[config.mk]
export PLATFORM = sky130hd
export DESIGN_NAME = sopc_data_bus_flat
export DESIGN_NICKNAME = d
export VERILOG_FILES = /design/src/rtl/sopc_data_bus_if.sv /design/src/rtl/sopc_data_bus.sv /design/src/flat_wrapper.sv
export SDC_FILE = /design/constraint.sdc
export NUM_CORES = 1
export LEC_CHECK = 0
export CORE_AREA = 2 2 132 134
export DETAILED_ROUTE_END_ITERATION = 16
export DIE_AREA = 0 0 134 136
export GPL_TIMING_DRIVEN = 0
export MAX_ROUTING_LAYER = met4
export PLACE_DENSITY_LB_ADDON = 0.25
export SYNTH_ARGS = -nofsm -noshare
export SYNTH_HDL_FRONTEND = slang
export SYNTH_SLANG_ARGS = --single-unit
[constraint.sdc]
create_clock -name clk -period 3 [get_ports clk]
set_input_delay 0.9 -clock clk [delete_from_list [all_inputs] [get_ports clk]]
set_output_delay 0.9 -clock clk [all_outputs]
set_load 0.02 [all_outputs]
[src/rtl/sopc_data_bus_if.sv]
// Data-side bus bundle between the CPU data port and the
// slave channels of the SOPC interconnect.
interface sopc_data_bus_if #(
  parameter int NUM_SLAVES = 4,
  parameter int ADDR_W     = 32,
  parameter int DATA_W     = 32
);
  logic                         m_ce;
  logic                         m_we;
  logic [ADDR_W-1:0]            m_addr;
  logic [DATA_W/8-1:0]          m_sel;
  logic [DATA_W-1:0]            m_wdata;
  logic [DATA_W-1:0]            m_rdata;
  logic                         m_stall;
  logic [NUM_SLAVES-1:0]        s_ce;
  logic                         s_we;
  logic [ADDR_W-1:0]            s_addr;
  logic [DATA_W/8-1:0]          s_sel;
  logic [DATA_W-1:0]            s_wdata;
  logic [NUM_SLAVES*DATA_W-1:0] s_rdata;
  logic [NUM_SLAVES-1:0]        s_ack;
  logic                         bus_err;
  logic [ADDR_W-1:0]            err_addr;

  modport master (
    output m_ce, m_we, m_addr, m_sel, m_wdata,
    input  m_rdata, m_stall
  );

  modport slave (
    input  m_ce, m_we, m_addr, m_sel, m_wdata,
    input  s_rdata, s_ack,
    output m_rdata, m_stall,
    output s_ce, s_we, s_addr, s_sel, s_wdata,
    output bus_err, err_addr
  );
endinterface

[src/rtl/sopc_data_bus.sv]
// Data-side interconnect: address decode, req/ack handshake,
// CPU stall generation and timeout/unmapped error reporting.
module sopc_data_bus #(
  parameter int NUM_SLAVES = 4,
  parameter int ADDR_W     = 32,
  parameter int DATA_W     = 32,
  parameter int DEC_BITS   = 4,
  parameter int TIMEOUT    = 16
) (
  input  logic            clk,
  input  logic            rst,
  sopc_data_bus_if.slave  bus
);
  localparam int SW = DATA_W / 8;
  localparam int CW = $clog2(TIMEOUT + 1);

  typedef enum logic [1:0] {
    IDLE,
    BUSY,
    DONE
  } state_t;

  state_t r_state;
  state_t w_next;

  logic [DEC_BITS-1:0]   w_idx;
  logic                  w_map;
  logic [NUM_SLAVES-1:0] w_hot;
  logic [DATA_W-1:0]     w_rd;
  logic                  w_ack;
  logic                  w_tmo;

  logic [DEC_BITS-1:0]   r_idx;
  logic [CW-1:0]         r_cnt;
  logic                  r_we;
  logic [ADDR_W-1:0]     r_addr;
  logic [SW-1:0]         r_sel;
  logic [DATA_W-1:0]     r_wdata;
  logic [DATA_W-1:0]     r_rdata;
  logic                  r_err;
  logic [ADDR_W-1:0]     r_eaddr;

  always_comb begin
    w_idx = bus.m_addr[ADDR_W-1 -: DEC_BITS];
    w_map = {1'b0, w_idx} <
            (DEC_BITS+1)'(NUM_SLAVES);
    w_hot = '0;
    w_rd  = '0;
    for (int i = 0; i < NUM_SLAVES; i++) begin
      w_hot[i] = (r_idx == DEC_BITS'(i));
      if (w_hot[i])
        w_rd = w_rd | bus.s_rdata[i*DATA_W +: DATA_W];
    end
    w_ack = |(bus.s_ack & w_hot);
    w_tmo = (r_cnt == CW'(TIMEOUT - 1));
  end

  always_ff @(posedge clk) begin
    if (rst) r_state <= IDLE;
    else     r_state <= w_next;
  end

  always_comb begin
    w_next = r_state;
    unique case (r_state)
      IDLE: begin
        if (bus.m_ce)
          w_next = w_map ? BUSY : DONE;
      end
      BUSY: begin
        if (w_ack || w_tmo)
          w_next = DONE;
      end
      DONE:    w_next = IDLE;
      default: w_next = IDLE;
    endcase
  end

  always_comb begin
    bus.s_ce     = (r_state == BUSY) ? w_hot : '0;
    bus.m_stall  = bus.m_ce && (r_state != DONE);
    bus.s_we     = r_we;
    bus.s_addr   = r_addr;
    bus.s_sel    = r_sel;
    bus.s_wdata  = r_wdata;
    bus.m_rdata  = r_rdata;
    bus.bus_err  = r_err;
    bus.err_addr = r_eaddr;
  end

  always_ff @(posedge clk) begin
    if (rst) begin
      r_idx   <= '0;
      r_cnt   <= '0;
      r_we    <= 1'b0;
      r_addr  <= '0;
      r_sel   <= '0;
      r_wdata <= '0;
      r_rdata <= '0;
      r_err   <= 1'b0;
      r_eaddr <= '0;
    end else begin
      r_err <= 1'b0;
      unique case (r_state)
        IDLE: begin
          if (bus.m_ce && w_map) begin
            r_idx   <= w_idx;
            r_cnt   <= '0;
            r_we    <= bus.m_we;
            r_addr  <= bus.m_addr;
            r_sel   <= bus.m_sel;
            r_wdata <= bus.m_wdata;
          end else if (bus.m_ce) begin
            r_eaddr <= bus.m_addr;
            r_err   <= 1'b1;
            r_rdata <= '0;
          end
        end
        BUSY: begin
          // ack wins over a timeout landing in the same cycle
          if (w_ack) begin
            if (!r_we) r_rdata <= w_rd;
          end else if (w_tmo) begin
            r_eaddr <= r_addr;
            r_err   <= 1'b1;
            r_rdata <= '0;
          end
          if (r_cnt != CW'(TIMEOUT))
            r_cnt <= r_cnt + 1'b1;
        end
        default: ;
      endcase
    end
  end
endmodule

[src/flat_wrapper.sv]
// flat-port wrapper written by rule: the top's interface ports become plain ports
module sopc_data_bus_flat 
#(
  parameter int NUM_SLAVES = 4,
  parameter int ADDR_W     = 32,
  parameter int DATA_W     = 32,
  parameter int DEC_BITS   = 4,
  parameter int TIMEOUT    = 16
)
  (clk, rst, bus_m_ce, bus_m_we, bus_m_addr, bus_m_sel, bus_m_wdata, bus_s_rdata, bus_s_ack, bus_m_rdata, bus_m_stall, bus_s_ce, bus_s_we, bus_s_addr, bus_s_sel, bus_s_wdata, bus_bus_err, bus_err_addr);
  sopc_data_bus_if #(.NUM_SLAVES(NUM_SLAVES), .ADDR_W(ADDR_W), .DATA_W(DATA_W)) bus_i ();
  input  logic clk;
  input  logic rst;
  input wire logic [$bits(bus_i.m_ce)-1:0] bus_m_ce;
  input wire logic [$bits(bus_i.m_we)-1:0] bus_m_we;
  input wire logic [$bits(bus_i.m_addr)-1:0] bus_m_addr;
  input wire logic [$bits(bus_i.m_sel)-1:0] bus_m_sel;
  input wire logic [$bits(bus_i.m_wdata)-1:0] bus_m_wdata;
  input wire logic [$bits(bus_i.s_rdata)-1:0] bus_s_rdata;
  input wire logic [$bits(bus_i.s_ack)-1:0] bus_s_ack;
  output wire logic [$bits(bus_i.m_rdata)-1:0] bus_m_rdata;
  output wire logic [$bits(bus_i.m_stall)-1:0] bus_m_stall;
  output wire logic [$bits(bus_i.s_ce)-1:0] bus_s_ce;
  output wire logic [$bits(bus_i.s_we)-1:0] bus_s_we;
  output wire logic [$bits(bus_i.s_addr)-1:0] bus_s_addr;
  output wire logic [$bits(bus_i.s_sel)-1:0] bus_s_sel;
  output wire logic [$bits(bus_i.s_wdata)-1:0] bus_s_wdata;
  output wire logic [$bits(bus_i.bus_err)-1:0] bus_bus_err;
  output wire logic [$bits(bus_i.err_addr)-1:0] bus_err_addr;
  assign bus_i.m_ce = bus_m_ce;
  assign bus_i.m_we = bus_m_we;
  assign bus_i.m_addr = bus_m_addr;
  assign bus_i.m_sel = bus_m_sel;
  assign bus_i.m_wdata = bus_m_wdata;
  assign bus_i.s_rdata = bus_s_rdata;
  assign bus_i.s_ack = bus_s_ack;
  assign bus_m_rdata = bus_i.m_rdata;
  assign bus_m_stall = bus_i.m_stall;
  assign bus_s_ce = bus_i.s_ce;
  assign bus_s_we = bus_i.s_we;
  assign bus_s_addr = bus_i.s_addr;
  assign bus_s_sel = bus_i.s_sel;
  assign bus_s_wdata = bus_i.s_wdata;
  assign bus_bus_err = bus_i.bus_err;
  assign bus_err_addr = bus_i.err_addr;
  sopc_data_bus #(.NUM_SLAVES(NUM_SLAVES), .ADDR_W(ADDR_W), .DATA_W(DATA_W), .DEC_BITS(DEC_BITS), .TIMEOUT(TIMEOUT)) u_core (.clk(clk), .rst(rst), .bus(bus_i));
endmodule
==> run summary <==
number of global-route vias before repair: 6785
drt wl/cell: 17.7 um
Post-DRT Antenna Nets: 0
worst skew pair latency: 0.42 ns
area taken by multi-input logic gates: 3280 um^2
M1 GR Usage: 0.288
Detailed Place HPWL: 18600 um
LEAKAGE: 0.00380 uW
Avg Synthesized Cell Area: 8.47 um^2
number of buffers added on ports: 341
Total Wirelength: 24600 um
Initial Utilization: 0.397
Worst path slowest cell: clkdlybuf4s50_1
fin crit share: 0.952
gr usage total: 0.267
Area Overhead vs Synth: 63.6%
total CTS buffers: 17
share of layout cells above drive strength 1: 0.0731
nets: 1358
CP Launch Type: primary input
fillcell total: 1473
number of synthesized flops with an enable pin: 0
MaxCap Viol Count: 0
final setup fails: 0
1st-iter DRT viols: 212
Final Hold Vio Count: 0
Power Density: 452 nW/um^2
vias post-DR: 7120
setup bufs post-CTS: 0
largest net degree at the start of global routing: 17
HP Class: register to register
Max Slew Vio Count: 0
Synth Register Bits: 141
cell area after synthesis: 6700 um^2
Die Wd: 134 um
CTS tree: yes
critical path arrival: 1.96 ns
Placed Area: 10400 um^2
met3 usage: 0.0977
# placed instances: 1357
Rel. slew slack: 0.460
critical-path cell list: clkdlybuf4s50_1 -> a21boi_0 -> dlygate4sd2_1
CTS sink count: 141
minimum clock period: 2.86 ns
aggregate negative setup slack: 0 ns
storage element area: 2820 um^2
clock root buffer: clkbuf_16
# IOs: 343
Post-Layout Cell Count: 1391
clock-pin slew on the worst setup and hold paths: 0.06 ns
yosys warns: 0
GRT overflow: 0
drt pass-1 iters: 4
CP top delay family: buffers and inverters
Max FO, Critical Path: 4
Max clock buf depth: 2
crit-path max cell delay: 0.51 ns
Finished Cell Area: 11000 um^2
distinct cell type count after synthesis: 43
CTS Hold Bufs: 0
status: completed
fmax: 350 MHz
Final Skew: 0.00805 ns
GPL Wtd Cong: 0.874
die height: 136 um
Core Footprint: 16900 um^2
met2 Use GR: 0.456
initial antenna violation count: 3
drt via density: 5.12
die area: 18200 um^2
htree depth: 4
synthesized instance count: 791
Worst Path Buf+Inv: 2
sequential area share after synthesis: 0.421
Primary FF master, synth: dfxtp_1
syn nets: 998
worst setup path category: primary input to primary output
FFs w/ async S/R, synth: 0
# DRC: 0
post-CTS sizing: 10
Std-Cell Rows: 48
CP Capture Type: primary output
setup repair after global routing missed its margin: no
Max VDD drop: 0.351 mV
Critical Path RT: 2.10 ns
gr busiest metal: met2
first-pass GRT wire length: 36800 um
Worst Tran Pin Value: 0.809 ns
[cells in the mapped netlist, types with 9 or more instances]
library cell | instances | area share
a21oi_1 | 100 | 0.075
a32oi_1 | 32 | 0.042
buf_6 | 9 | 0.015
clkbuf_1 | 48 | 0.027
dfxtp_1 | 141 | 0.42
inv_1 | 68 | 0.038
mux2i_1 | 66 | 0.099
nand2_1 | 137 | 0.077
nor2_1 | 37 | 0.021
o21ai_2 | 28 | 0.037
o221a_1 | 30 | 0.050
o22ai_1 | 33 | 0.031
[sequential cells by signal (all words and copies together), names as in the netlist]
signal and cells:
u_core.r_state 2, u_core.bus.s_we 1, u_core.bus.s_sel 4, u_core.bus.bus_err 1, u_core.r_cnt 5, u_core.bus.s_wdata 32
u_core.bus.s_addr 32, u_core.bus.m_rdata 32, u_core.bus.err_addr 32
[per-stage QoR]
stage / util / worst slack, ns / total power, uW / hold WS, ns
after floorplan: - / 0.544 / 2440 / 0.461
after CTS: 0.649 / 0.0159 / 5000 / 0.454
after detailed placement: 0.616 / -0.142 / 2980 / 0.446
after global placement: 0.616 / -0.155 / 2970 / 0.441
final: 0.649 / 0.145 / 4950 / 0.453
after global routing: 0.649 / 0.0740 / 5120 / 0.468
[placed cells by master, fill, tap and decap left out, types with 10 or more instances in the layout]
cell type and count:
nor2_1 37, buf_6 10, inv_1 68, clkbuf_16 17, a21oi_1 100, a32oi_1 32
mux2i_1 66, nand2_1 137, dfxtp_1 141, clkbuf_1 50, o221a_1 30, o22ai_1 33
o21ai_2 28, clkdlybuf4s50_1 336
[layer usage]
metal	part of all wire	vias to the layer above
met3	0.094	34
met1	0.39	3306
met4	0.019	0
met2	0.49	277
li1	-	3503
met5	0	-
[cell families (layout without fill, tap and decap cells)]
logic type | count (synthesis) | in the layout | share of synthesized area
flip-flops | 141 | 141 | 0.421
AND/OR/NAND/NOR | 201 | 201 | 0.124
AO/OA/AOI/OAI | 240 | 240 | 0.258
multiplexers | 66 | 66 | 0.0986
other | 0 | 3 | 0
buffers and inverters | 138 | 510 | 0.0895
adder cells (fa/ha/maj) | 3 | 3 | 0.00560
XOR/XNOR | 2 | 2 | 0.00262
[cell type report]
type / instances / area share
plain buffers: 70 / 0.0324
repair buffers: 341 / 0.310
diodes: 3 / 0.000685
clock inverters: 9 / 0.00811
clock buffers: 22 / 0.0433
well taps: 225 / 0.0257
flip-flops and latches: 141 / 0.258
inverters: 68 / 0.0233
multi-input cells: 512 / 0.299
[power by group]
| group | leakage [uW] | internal, uW | switching [uW] |
|---|---|---|---|
| combinational | 0.00238 | 503 | 433 |
| clock | 0.000268 | 1200 | 810 |
| sequential | 0.00115 | 1950 | 50.8 |
| total | 0.00380 | 3660 | 1290 |
[worst paths after layout]
| check | from | to | slack (ns) | cells after the start |
|---|---|---|---|---|
| setup / recovery | bus_m_ce | bus_m_stall | 0.14 | 3 |
| hold / removal | u_core.bus.s_wdata[7] | u_core.bus.s_wdata[7] | 0.45 | 2 |
| setup reg to reg | u_core.bus.s_addr[29] | u_core.bus.err_addr[2] | 0.81 | 6 |
| hold reg to reg | u_core.bus.s_wdata[7] | u_core.bus.s_wdata[7] | 0.45 | 2 |
[worst reg2reg max path, delay by kind of cell (launching register included)]
| kind | cells | cell delay [ns] |
|---|---|---|
| DFF | 1 | 0.54 |
| AOI/OAI and AO/OA | 2 | 0.58 |
| and+or+nand+nor | 2 | 0.36 |
| buffers and inverters | 2 | 0.59 |
No activity file was read; power rests on OpenSTA's default activity.
